## config.mk

```make
export PLATFORM = sky130hd
export DESIGN_NAME = conv_weight_loader
export DESIGN_NICKNAME = d
export VERILOG_FILES = /design/src/rtl/conv_weight_loader.sv
export SDC_FILE = /design/constraint.sdc
export NUM_CORES = 1
export LEC_CHECK = 0
export CAP_MARGIN = 20
export CORE_MARGIN = 2
export CORE_UTILIZATION = 67
export CTS_CLUSTER_SIZE = 16
export DETAILED_ROUTE_END_ITERATION = 12
export DONT_BUFFER_PORTS = 1
export PLACE_DENSITY = 0.83
export SETUP_SLACK_MARGIN = 0.5
export SYNTH_ARGS = -nofsm -noshare
export SYNTH_HDL_FRONTEND = slang
export SYNTH_SLANG_ARGS = --single-unit
```

## constraint.sdc

```tcl
create_clock -name clk -period 5.2 [get_ports clk]
set_clock_uncertainty 0.2 [all_clocks]
set_input_delay 0.26 -clock clk [delete_from_list [all_inputs] [get_ports clk]]
set_output_delay 0.26 -clock clk [all_outputs]
set_load 0.005 [all_outputs]
```

## src/rtl/conv_weight_loader.sv

```systemverilog
// conv_weight_loader: streams a conv layer's kernel, bias, MACC coeff and
// layer scale words from a valid/ready word source into the conv weight port.
// Ports: clk; rst_n (synchronous, active low); start/abort load control;
// s_data/s_valid/s_ready parameter word stream; weight_wr_addr/data/en
// conv write port (registered, one cycle after each accepted word);
// busy (load in progress); done (one-cycle pulse with the final write).
module conv_weight_loader #(
  parameter int KERNEL_0              = 3,
  parameter int KERNEL_1              = 3,
  parameter int IN_CHANNEL            = 2,
  parameter int OUT_CHANNEL           = 2,
  parameter int KERNEL_BASE_ADDR      = 0,
  parameter int BIAS_BASE_ADDR        =
    KERNEL_BASE_ADDR + KERNEL_0*KERNEL_1*IN_CHANNEL*OUT_CHANNEL,
  parameter int MACC_COEFF_BASE_ADDR  = BIAS_BASE_ADDR + OUT_CHANNEL,
  parameter int LAYER_SCALE_BASE_ADDR = MACC_COEFF_BASE_ADDR + 1,
  parameter int COEFF_W               = 16
) (
  input  logic        clk,
  input  logic        rst_n,
  input  logic        start,
  input  logic        abort,
  input  logic [31:0] s_data,
  input  logic        s_valid,
  output logic        s_ready,
  output logic [31:0] weight_wr_data,
  output logic [31:0] weight_wr_addr,
  output logic        weight_wr_en,
  output logic        busy,
  output logic        done
);

  localparam int KERNEL_WORDS =
    KERNEL_0 * KERNEL_1 * IN_CHANNEL * OUT_CHANNEL;
  localparam int TOTAL_WORDS = KERNEL_WORDS + OUT_CHANNEL + 2;
  localparam int IDX_W = $clog2(TOTAL_WORDS) + 1;

  localparam logic [IDX_W-1:0] KERNEL_LAST =
    IDX_W'(KERNEL_WORDS - 1);
  localparam logic [IDX_W-1:0] BIAS_LAST =
    IDX_W'(OUT_CHANNEL - 1);

  // Coeff and scale words only carry COEFF_W significant bits.
  localparam logic [31:0] COEFF_MASK =
    (COEFF_W >= 32) ? 32'hFFFF_FFFF :
    32'((64'd1 << COEFF_W) - 64'd1);

  typedef enum logic [2:0] {
    S_IDLE,
    S_KERNEL,
    S_BIAS,
    S_COEFF,
    S_SCALE,
    S_DONE
  } state_t;

  state_t           state_q;
  state_t           state_d;
  logic [IDX_W-1:0] idx_q;
  logic [IDX_W-1:0] idx_d;
  logic             wr_en_q;
  logic             wr_en_d;
  logic [31:0]      wr_addr_q;
  logic [31:0]      wr_addr_d;
  logic [31:0]      wr_data_q;
  logic [31:0]      wr_data_d;
  logic             done_q;
  logic             done_d;
  logic             beat;
  logic             in_load;

  assign in_load = (state_q == S_KERNEL) ||
                   (state_q == S_BIAS)   ||
                   (state_q == S_COEFF)  ||
                   (state_q == S_SCALE);

  assign s_ready        = in_load;
  assign beat           = s_valid & in_load;
  assign busy           = (state_q != S_IDLE);
  assign weight_wr_en   = wr_en_q;
  assign weight_wr_addr = wr_addr_q;
  assign weight_wr_data = wr_data_q;
  assign done           = done_q;

  always_comb begin
    state_d   = state_q;
    idx_d     = idx_q;
    wr_en_d   = 1'b0;
    wr_addr_d = wr_addr_q;
    wr_data_d = wr_data_q;
    done_d    = 1'b0;

    unique case (state_q)
      S_IDLE: begin
        if (start) begin
          state_d = S_KERNEL;
          idx_d   = '0;
        end
      end
      S_KERNEL: begin
        if (beat) begin
          wr_en_d   = 1'b1;
          wr_addr_d = 32'(KERNEL_BASE_ADDR) + 32'(idx_q);
          wr_data_d = s_data;
          if (idx_q == KERNEL_LAST) begin
            state_d = S_BIAS;
            idx_d   = '0;
          end else begin
            idx_d = idx_q + 1'b1;
          end
        end
      end
      S_BIAS: begin
        if (beat) begin
          wr_en_d   = 1'b1;
          wr_addr_d = 32'(BIAS_BASE_ADDR) + 32'(idx_q);
          wr_data_d = s_data;
          if (idx_q == BIAS_LAST) begin
            state_d = S_COEFF;
            idx_d   = '0;
          end else begin
            idx_d = idx_q + 1'b1;
          end
        end
      end
      S_COEFF: begin
        if (beat) begin
          wr_en_d   = 1'b1;
          wr_addr_d = 32'(MACC_COEFF_BASE_ADDR);
          wr_data_d = s_data & COEFF_MASK;
          state_d   = S_SCALE;
        end
      end
      S_SCALE: begin
        if (beat) begin
          wr_en_d   = 1'b1;
          wr_addr_d = 32'(LAYER_SCALE_BASE_ADDR);
          wr_data_d = s_data & COEFF_MASK;
          done_d    = 1'b1;
          state_d   = S_DONE;
        end
      end
      S_DONE: begin
        state_d = S_IDLE;
      end
      default: begin
        state_d = S_IDLE;
      end
    endcase

    // Abort overrides any beat taken on the same edge: nothing is written
    // and the port keeps its previous address/data.
    if (abort && (state_q != S_IDLE)) begin
      state_d   = S_IDLE;
      idx_d     = '0;
      wr_en_d   = 1'b0;
      wr_addr_d = wr_addr_q;
      wr_data_d = wr_data_q;
      done_d    = 1'b0;
    end
  end

  always_ff @(posedge clk) begin
    if (!rst_n) begin
      state_q   <= S_IDLE;
      idx_q     <= '0;
      wr_en_q   <= 1'b0;
      wr_addr_q <= '0;
      wr_data_q <= '0;
      done_q    <= 1'b0;
    end else begin
      state_q   <= state_d;
      idx_q     <= idx_d;
      wr_en_q   <= wr_en_d;
      wr_addr_q <= wr_addr_d;
      wr_data_q <= wr_data_d;
      done_q    <= done_d;
    end
  end

endmodule

```

==> results_tabular.tex, run 1 <==
\begin{tabular}{lr}
\hline
Metric & Value \\
\hline
\multicolumn{2}{l}{\textbf{Synthesis}} \\
Mean instance size in the synthesized netlist & 8.51 um2 \\
Dominant synthesized flop cell & dfxtp\_1 \\
Top cells by area in the synthesized netlist & dfxtp\_1 40\%, a21boi\_0 9.9\%, nand2\_1 8.2\%, buf\_4 7.9\%, nand3\_1 3.7\% \\
Number of flops mapped to enable cells by yosys & 0 \\
Post-synth top area share & 0.405 \\
Number of instances in the synthesized netlist & 302 \\
Share of flip-flops with an asynchronous set or reset & 0 \\
Cell variety after synth & 42 \\
Cell taking the most area after synthesis & dfxtp\_1 \\
Cell area after synthesis & 0.00257 mm2 \\
Register bit count reported by yosys & 52 \\
Sequential share of the synthesized area & 0.405 \\
Yosys Warn Count & 0 \\
\multicolumn{2}{l}{\textbf{Run}} \\
Max-Cap Viols & 0 \\
\multicolumn{2}{l}{\textbf{Timing}} \\
Highest attainable clock frequency & 380 MHz \\
Min Clock Period, post-route & 2630 ps \\
Fin. Hold Viols & 0 \\
Worst Hold Margin & 4.10 ps \\
Crit share post-route & 0.506 \\
Final setup violation count & 0 \\
Transition time of the tightest slew-check pin & 920 ps \\
Sum Neg Setup Slack & 0 ps \\
Worst relative slew slack & 0.384 \\
Final slew viol count & 0 \\
Setup repair after global routing missed its margin & no \\
\multicolumn{2}{l}{\textbf{Floorplanning}} \\
I/O pin count & 105 \\
Number of core rows & 22 \\
Vertical die dimension & 66.0 um \\
Initial core utilization & 0.697 \\
Die extent in x & 66.0 um \\
Placeable core region & 0.00369 mm2 \\
Full die area & 0.00435 mm2 \\
\multicolumn{2}{l}{\textbf{Critical path}} \\
Data required time at the worst endpoint & 5190 ps \\
Largest fanout on the critical path & 34 \\
Kind of critical path & flop to flop \\
Cells on worst reg2reg path & 4 \\
Kind of launch point of the worst setup path & flop \\
Arrival @ worst endpoint & 2620 ps \\
CP endpoint kind & flop \\
\multicolumn{2}{l}{\textbf{Finish}} \\
Layout Nets & 361 \\
Post-Layout Cell Count & 369 \\
Fraction of layout cells with a size suffix above 1 & 0.0467 \\
Synth-to-Final Area Change & 11.9\% \\
Commonest cells after routing, fill and taps aside & 56 x nand2\_1, 52 x dfxtp\_1, 34 x a21boi\_0, 34 x dlygate4sd3\_1, 24 x conb\_1 \\
Antenna diodes & 0 \\
Storage element area & 0.00104 mm2 \\
Filler cell count & 250 \\
Most frequent standard cell in the layout excluding fill and tap cells & nand2\_1 \\
Area of combinational cells with multiple inputs & 0.00128 mm2 \\
\multicolumn{2}{l}{\textbf{Routing}} \\
Top layer used by detailed routing & met4 \\
Residual DRC & 0 \\
Final antenna-violating net count & 0 \\
Number of DRC violations after detailed-routing iteration 0 & 139 \\
Number of vias after detailed routing & 2159 \\
Pre-Repair DR Iteration Count & 4 \\
Detailed route wirelength on metal2 & 3090 um \\
Met3 WL post-DR & 560 um \\
Post-DR vias/cell & 5.85 \\
Aggregate routed wire length & 6210 um \\
Routed WL per cell & 16.8 um \\
Wire length on met1 & 2340 um \\
\multicolumn{2}{l}{\textbf{Worst hold path}} \\
Worst Hold Depth & 3 \\
Hold crit path type & input port to flop \\
\multicolumn{2}{l}{\textbf{Global routing}} \\
Via count of the first global-routing pass & 2024 \\
Leftover overflow at the end of global routing & 0 \\
Antenna violations before repair & 0 \\
Global-route wire length before repair & 9460 um \\
Largest net degree at the start of global routing & 49 \\
Tot GR Track Use & 0.285 \\
\multicolumn{2}{l}{\textbf{CTS}} \\
Clock tree from TritonCTS & built \\
\# clock sinks & 52 \\
Total number of H-tree levels & 2 \\
Post-cts repair resize count & 0 \\
Clock slew at reported path FFs & 90 ps \\
Worst-Skew Late Latency & 310 ps \\
Clock Path Buffers & 2 \\
Post-CTS setup repair buffer count & 0 \\
CTS buffer count & 5 \\
Cell at the root of the clock tree & clkbuf\_8 \\
\multicolumn{2}{l}{\textbf{Placed design}} \\
HPWL Detailed & 3370 um \\
Routability congestion estimate from global placement & 0.864 \\
Port buffer count & 0 \\
Count of placed standard cells including taps & 326 \\
\multicolumn{2}{l}{\textbf{Power and ir drop}} \\
VDD IR-drop max & 202 uV \\
Power consumption & 0.000848 W \\
Static Leakage & 1.04 nW \\
Pwr Density & 295 mW/mm2 \\
\multicolumn{2}{l}{\textbf{Outcome}} \\
Run status & finished, final reports clean \\
\hline
\end{tabular}
## Yosys cell counts, types with 2 or more instances
cell / instances
mux2i_1: 2
o211a_1: 3
a21boi_1: 2
ha_1: 4
or3_1: 5
nor3b_1: 4
clkbuf_1: 9
and2_1: 3
nand4_1: 3
buf_6: 3
a21boi_0: 34
nand2_1: 56
inv_1: 6
nor2_1: 2
o21ai_0: 8
a21oi_1: 13
a31oi_1: 4
dfxtp_1: 52
buf_2: 9
o31a_1: 2
nor2b_1: 3
o22ai_1: 2
o31ai_1: 5
nand3_1: 19
or4_1: 5
buf_4: 27
o311ai_0: 2
## cells by family after synthesis
kind of cell / after synthesis / share of synthesized area
AO/OA/AOI/OAI: 80 / 0.220
flip-flops: 52 / 0.405
buffers and inverters: 54 / 0.131
AND/OR/NAND/NOR: 108 / 0.212
adder cells (fa/ha/maj): 4 / 0.0195
multiplexers: 2 / 0.00779
other: 1 / 0.00146
XOR/XNOR: 1 / 0.00341
## state kept, by name, summed over array words and instances (netlist names)
signal,flops
weight_wr_data,32
weight_wr_addr,8
idx_q,7
state_q,3
done,1
weight_wr_en,1
## per-stage QoR
step | worst slack (ps) | area [um2] | utilization
floorplan | 3310 | 2660 | -
global placement | 2810 | 2410 | 0.653
detailed placement | 2690 | 2410 | 0.653
CTS | 2700 | 2860 | 0.776
global route | 2360 | 2880 | 0.780
finish | 2570 | 2880 | 0.780
## critical path, stage by stage (launching register included)
cell      delay (ps)
dfxtp_1          760
or3_1            330
nand4b_2         750
nand2_1          310
a21boi_0         150
## cell type report
type                       instances  share of cell area
inverter                           6             0.00783
multi-input combinational        219               0.445
timing repair buffer              36               0.126
clock inverter                     2              0.0135
sequential                        52               0.362
tap                               48              0.0209
clock buffer                       6              0.0252
## what timing repair did
item | CTS | global route
endpoints found under the setup margin | 0 | 0
hold buffers | 34 | 0
endpoints found under the hold margin | 43 | 0
## routing by layer
layer,track usage,up-vias
met5,0,-
met4,0.122,0
met3,0.0920,20
met2,0.489,100
met1,0.324,1004
li1,-,1035
## final timing paths
| kind | startpoint | endpoint | slack, ps |
|---|---|---|---|
| worst max-delay path | state_q[2]$_SDFFE_PP0P_ | weight_wr_data[14]$_SDFFE_PN0P_ | 2570 |
| worst min-delay path | s_valid | state_q[0]$_SDFFE_PP0P_ | 4 |
| worst max register to register | state_q[2]$_SDFFE_PP0P_ | weight_wr_data[14]$_SDFFE_PN0P_ | 2570 |
| worst min register to register | weight_wr_data[22]$_SDFFE_PN0P_ | weight_wr_data[22]$_SDFFE_PN0P_ | 290 |
## power breakdown
part	switching [W]	internal, W
registers	0.0000248	0.000418
clock network	0.000134	0.000145
logic	0.0000703	0.0000554
No activity file was read; power rests on OpenSTA's default activity.
==> inputs of run 2 (changes only) <==
CORE_UTILIZATION = 56   (was 67)
PLACE_DENSITY = 0.74   (was 0.83)
clock period = 2.35 ns   (was 5.2 ns; I/O delays follow)
==> run 2 against run 1 <==
Compared with the run above:
- critical path type unchanged
- cell area is 9.8% higher
- largest cell class unchanged
- cell count is 6.5% higher
- clock power is 84% higher
- first-iteration DRC count is 14% higher
- via count is 3.2% higher
- non-clock buffer count is 19 higher
- sequential power is 120% higher
- count of clock-buffer cells in the layout stayed put
- worst setup slack worse by 2100 ps
- register-to-register slack worse by 2100 ps
==> results_tabular.tex, run 2 (synthesis results as in run 1) <==
\begin{tabular}{lr}
\hline
Metric & Value \\
\hline
\multicolumn{2}{l}{\textbf{Timing}} \\
Crit share post-route & 0.793 \\
Setup repair after global routing missed its margin & yes \\
Worst Hold Margin & 25.3 ps \\
Min Clock Period, post-route & 1860 ps \\
Transition time of the tightest slew-check pin & 527 ps \\
Highest attainable clock frequency & 537 MHz \\
Final setup violation count & 0 \\
Sum Neg Setup Slack & 0 ps \\
Final slew viol count & 0 \\
Fin. Hold Viols & 0 \\
Worst relative slew slack & 0.648 \\
\multicolumn{2}{l}{\textbf{Global routing}} \\
Leftover overflow at the end of global routing & 0 \\
Largest net degree at the start of global routing & 44 \\
Global-route wire length before repair & 9650 um \\
Via count of the first global-routing pass & 2032 \\
Tot GR Track Use & 0.239 \\
Antenna violations before repair & 0 \\
\multicolumn{2}{l}{\textbf{Floorplanning}} \\
Vertical die dimension & 71.8 um \\
Initial core utilization & 0.586 \\
Full die area & 0.00515 mm2 \\
Placeable core region & 0.00438 mm2 \\
Die extent in x & 71.8 um \\
I/O pin count & 105 \\
Number of core rows & 24 \\
\multicolumn{2}{l}{\textbf{Critical path}} \\
Crit path cell chain & buf\_4 -> ha\_2 -> nand4\_1 -> or4\_1 -> a21oi\_1 \\
Buffering stage count on the worst path with inverters included & 1 \\
CP endpoint kind & flop \\
Kind of critical path & flop to flop \\
Dominant delay contributor by cell family on the critical path & simple AND/OR/NAND/NOR gates \\
Arrival @ worst endpoint & 1900 ps \\
Largest fanout on the critical path & 9 \\
Data required time at the worst endpoint & 2380 ps \\
Largest stage delay, worst path & 470 ps \\
Kind of launch point of the worst setup path & flop \\
Cell with the largest stage delay on the worst path & or4\_1 \\
\multicolumn{2}{l}{\textbf{Routing}} \\
Post-DR vias/cell & 5.67 \\
Aggregate routed wire length & 6440 um \\
Routed WL per cell & 16.4 um \\
Pre-Repair DR Iteration Count & 4 \\
Number of vias after detailed routing & 2229 \\
Number of DRC violations after detailed-routing iteration 0 & 158 \\
Residual DRC & 0 \\
Final antenna-violating net count & 0 \\
\multicolumn{2}{l}{\textbf{Placed design}} \\
HPWL Detailed & 3570 um \\
Placement Cell Area & 0.00248 mm2 \\
Count of placed standard cells including taps & 335 \\
Routability congestion estimate from global placement & 0.855 \\
Port buffer count & 0 \\
\multicolumn{2}{l}{\textbf{Finish}} \\
Antenna diodes & 0 \\
Fraction of layout cells with a size suffix above 1 & 0.150 \\
Storage element area & 0.00106 mm2 \\
Area of combinational cells with multiple inputs & 0.00138 mm2 \\
Filler cell count & 331 \\
Post-Layout Cell Count & 393 \\
Commonest cells after routing, fill and taps aside & 56 x nand2\_1, 46 x dfxtp\_1, 35 x dlygate4sd3\_1 \\
Layout Nets & 381 \\
Number of flip-flops in the largest register & 32 \\
Synth-to-Final Area Change & 22.8\% \\
Most frequent standard cell in the layout excluding fill and tap cells & nand2\_1 \\
Fin area & 0.00316 mm2 \\
\multicolumn{2}{l}{\textbf{CTS}} \\
Clock slew at reported path FFs & 90 ps \\
Clock Path Buffers & 2 \\
CTS buffer count & 5 \\
Total number of H-tree levels & 2 \\
Worst-Skew Late Latency & 310 ps \\
\# clock sinks & 52 \\
Clock tree from TritonCTS & built \\
Cell at the root of the clock tree & clkbuf\_8 \\
\multicolumn{2}{l}{\textbf{Power and ir drop}} \\
Pwr Density & 595 mW/mm2 \\
Power consumption & 0.00188 W \\
Static Leakage & 1.16 nW \\
VDD IR-drop max & 294 uV \\
\multicolumn{2}{l}{\textbf{Outcome}} \\
Run status & finished, final reports clean \\
\multicolumn{2}{l}{\textbf{Worst hold path}} \\
Hold crit path type & input port to flop \\
\multicolumn{2}{l}{\textbf{Run}} \\
Max-Cap Viols & 0 \\
\hline
\end{tabular}
==> run 2: final cells by class <==
type	instances	area share
tap	52	0.0206
sequential	52	0.335
clock buffer	6	0.0230
clock inverter	2	0.00515
timing repair buffer	55	0.173
inverter	6	0.00713
multi-input combinational	220	0.436
==> run 2: power by group <==
group / internal (W) / switching, W
combinational: 0.000194 / 0.000191
clock: 0.000212 / 0.000299
sequential: 0.000928 / 0.0000541
==> run 2: timing repair <==
action                                 in CTS  in global routing
cloned                                      1                  0
resized for setup                          10                 23
hold buffers                               36                  0
pin swaps                                   2                  6
setup endpoints to repair                  49                 44
endpoints found under the hold margin      52                  0
buffers inserted                            2                 11
==> run 2: tightest hold or removal path, delay by kind of cell <==
family,cells,cell delay [ps]
AND/OR/NAND/NOR,2,290
AO/OA/AOI/OAI,1,80
==> run 2: worst paths after layout <==
path	startpoint	endpoint	slack (ps)	depth (start not counted)
worst min-delay path	s_valid	weight_wr_addr[7]$_SDFFE_PN0P_	30	3
worst max-delay path	idx_q[2]$_SDFFE_PP0P_	idx_q[6]$_SDFFE_PP0P_	490	5
worst min register to register	weight_wr_data[7]$_SDFFE_PN0P_	weight_wr_data[7]$_SDFFE_PN0P_	290	2
worst max register to register	idx_q[2]$_SDFFE_PP0P_	idx_q[6]$_SDFFE_PP0P_	490	5
==> run 2: routing by layer <==
layer | vias up | wire (um) | GRT usage
li1 | 1078 | - | -
met4 | 0 | 108 | 0.0713
met2 | 95 | 3150 | 0.403
met5 | - | 0 | 0
met1 | 1042 | 2720 | 0.291
met3 | 14 | 464 | 0.0759
==> run 2: through the flow <==
stage	setup slack [ps]	util
CTS	462	0.683
detailed placement	223	0.565
global route	426	0.720
finish	487	0.720
global placement	332	0.565
floorplan	493	-
==> inputs of run 3 (changes only) <==
CORE_UTILIZATION = 62   (was 56)
PLACE_DENSITY = 0.78   (was 0.74)
clock period = 1.82 ns   (was 2.35 ns; I/O delays follow)
==> run 3 against run 2 <==
Compared with the run above:
- the run now ends with negative hold slack, negative setup slack left
- global-route usage grew 4.1 points
- power grew 43%
- sequential share of layout area shrank 3.6 points
- cell count grew 3.8%
- sequential power grew 28%
- worst setup slack lost 490 ps
- critical path depth is the same
- non-clock buffer count grew 19
- count of clock-buffer cells in the layout is the same
- cell area grew 13%
- largest cell class unchanged
- highest routed layer unchanged
==> results_tabular.tex, run 3 (synthesis results as in run 1) <==
\begin{tabular}{lr}
\hline
Metric & Value \\
\hline
\multicolumn{2}{l}{\textbf{Outcome}} \\
Run status & complete, but fails checks \\
Failing checks & negative hold slack, negative setup slack \\
\multicolumn{2}{l}{\textbf{Power and ir drop}} \\
VDD IR-drop max & 623 uV \\
Pwr Density & 756 mW/mm2 \\
Static Leakage & 1.35 nW \\
\multicolumn{2}{l}{\textbf{CTS}} \\
\# clock sinks & 52 \\
Clock Path Buffers & 2 \\
Clock slew at reported path FFs & 100 ps \\
Total number of H-tree levels & 2 \\
Worst-Skew Late Latency & 310 ps \\
\# hold bufs at CTS & 35 \\
Clock tree from TritonCTS & built \\
Cell at the root of the clock tree & clkbuf\_8 \\
CTS buffer count & 5 \\
\multicolumn{2}{l}{\textbf{Finish}} \\
Number of flip-flops in the largest register & 32 \\
Filler cell count & 168 \\
Layout Nets & 399 \\
Synth-to-Final Area Change & 38.3\% \\
Most frequent standard cell in the layout excluding fill and tap cells & nand2\_1 \\
Fraction of layout cells with a size suffix above 1 & 0.274 \\
Commonest cells after routing, fill and taps aside & 54 x nand2\_1, 43 x dfxtp\_1, 34 x dlygate4sd3\_1 \\
Antenna diodes & 0 \\
Post-Layout Cell Count & 408 \\
\multicolumn{2}{l}{\textbf{Routing}} \\
Residual DRC & 0 \\
Number of vias after detailed routing & 2582 \\
Number of DRC violations after detailed-routing iteration 0 & 219 \\
Aggregate routed wire length & 9040 um \\
Pre-Repair DR Iteration Count & 7 \\
Post-DR vias/cell & 6.33 \\
Final antenna-violating net count & 0 \\
Routed WL per cell & 22.2 um \\
\multicolumn{2}{l}{\textbf{Critical path}} \\
Cell with the largest stage delay on the worst path & dfxtp\_4 \\
Largest fanout on the critical path & 6 \\
Kind of launch point of the worst setup path & flop \\
Reg2Reg Launch Point & state\_q[0]\$\_SDFFE\_PP0P\_ \\
Critical R2R Capture & state\_q[0]\$\_SDFFE\_PP0P\_ \\
Kind of critical path & flop to flop \\
Crit path cell chain & buf\_6 -> buf\_4 -> or3\_1 -> o31a\_1 -> a21boi\_1 \\
Arrival @ worst endpoint & 1850 ps \\
Worst R2R Setup Slack & -5 ps \\
CP endpoint kind & flop \\
Largest stage delay, worst path & 380 ps \\
Cells on worst reg2reg path & 5 \\
Data required time at the worst endpoint & 1850 ps \\
\multicolumn{2}{l}{\textbf{Global routing}} \\
Largest net degree at the start of global routing & 44 \\
Via count of the first global-routing pass & 2069 \\
Antenna violations before repair & 0 \\
Leftover overflow at the end of global routing & 0 \\
Tot GR Track Use & 0.279 \\
Global-route wire length before repair & 9640 um \\
\multicolumn{2}{l}{\textbf{Floorplanning}} \\
Full die area & 0.00468 mm2 \\
Die extent in x & 68.4 um \\
Number of core rows & 23 \\
Vertical die dimension & 68.4 um \\
Initial core utilization & 0.643 \\
I/O pin count & 105 \\
Placeable core region & 0.00400 mm2 \\
\multicolumn{2}{l}{\textbf{Timing}} \\
Final slew viol count & 0 \\
Crit share post-route & 1.00 \\
Fin. Hold Viols & 42 \\
Min Clock Period, post-route & 1830 ps \\
Highest attainable clock frequency & 548 MHz \\
Worst path setup slack after routing & -5.33 ps \\
Setup repair after global routing missed its margin & yes \\
Sum Neg Setup Slack & -5.33 ps \\
Worst Hold Margin & -123 ps \\
Final setup violation count & 1 \\
\multicolumn{2}{l}{\textbf{Worst hold path}} \\
Hold crit path type & input port to flop \\
Terminating pin of the worst hold path & weight\_wr\_addr[6]\$\_SDFFE\_PN0P\_ \\
Worst Hold Depth & 3 \\
Worst Hold Launch & rst\_n \\
\multicolumn{2}{l}{\textbf{Placed design}} \\
Port buffer count & 0 \\
HPWL Detailed & 3700 um \\
Count of placed standard cells including taps & 351 \\
Routability congestion estimate from global placement & 0.817 \\
\multicolumn{2}{l}{\textbf{Run}} \\
Max-Cap Viols & 0 \\
\hline
\end{tabular}
## run 3: report_power, final
group          leakage [nW]  switching [W]  internal [W]
combinational         0.880       0.000356      0.000356
clock                0.0473       0.000411      0.000305
sequential            0.426      0.0000630       0.00120
total                  1.35       0.000830       0.00186
## run 3: worst max path at each step
stage                                       start                              to  cells past startpoint
after global placement    state_q[1]$_SDFFE_PP0P_           idx_q[2]$_SDFFE_PP0P_                      5
after detailed placement  state_q[1]$_SDFFE_PP0P_           idx_q[2]$_SDFFE_PP0P_                      5
final                     state_q[0]$_SDFFE_PP0P_         state_q[0]$_SDFFE_PP0P_                      5
after floorplan           state_q[2]$_SDFFE_PP0P_  weight_wr_addr[0]$_SDFFE_PN0P_                      6
after global routing      state_q[0]$_SDFFE_PP0P_         state_q[0]$_SDFFE_PP0P_                      5
after CTS                 state_q[2]$_SDFFE_PP0P_  weight_wr_addr[0]$_SDFFE_PN0P_                      4
## run 3: worst max-delay path: cells and delay by family, from the launching register on
kind / cells / cell delay, ps
flip-flops: 1 / 380
buffers and inverters: 2 / 270
AND/OR/NAND/NOR: 1 / 360
AO/OA/AOI/OAI: 2 / 520
## run 3: final cells by class
type                    instances  area [um2]  area share
flip-flops and latches         52        1060       0.299
well taps                      50        62.6      0.0176
clock inverters                 1        8.76     0.00246
repair buffers                 74         821       0.231
inverters                       6        22.5     0.00633
clock buffers                   6        82.6      0.0232
multi-input cells             219        1490       0.420
## run 3: layer usage
layer / track usage / share of wire / wire length, um
met4: 0.125 / 0.041 / 370
met3: 0.0674 / 0.089 / 802
met1: 0.326 / 0.37 / 3370
met5: 0 / 0 / 0
met2: 0.480 / 0.50 / 4490
## run 3: per-stage QoR
step                hold slack (ps)  cell area [um2]  utilization  worst slack (ps)  power [W]
global placement               20.4             2640        0.661              28.6    0.00165
global route                   -130             3560        0.889             -29.2    0.00276
detailed placement             25.8             2640        0.661             -43.0    0.00166
CTS                            -122             3240        0.811               126    0.00249
finish                         -123             3560        0.889             -5.33    0.00269
floorplan                      25.8             2720            -              74.5    0.00162
## run 3: repair_timing
action / CTS / global route
setup endpoints to repair: 54 / 54
cloned: 1 / 5
pin swaps: 7 / 9
buffers inserted: 5 / 4
gates resized for setup: 31 / 51
endpoints found under the hold margin: 52 / 42
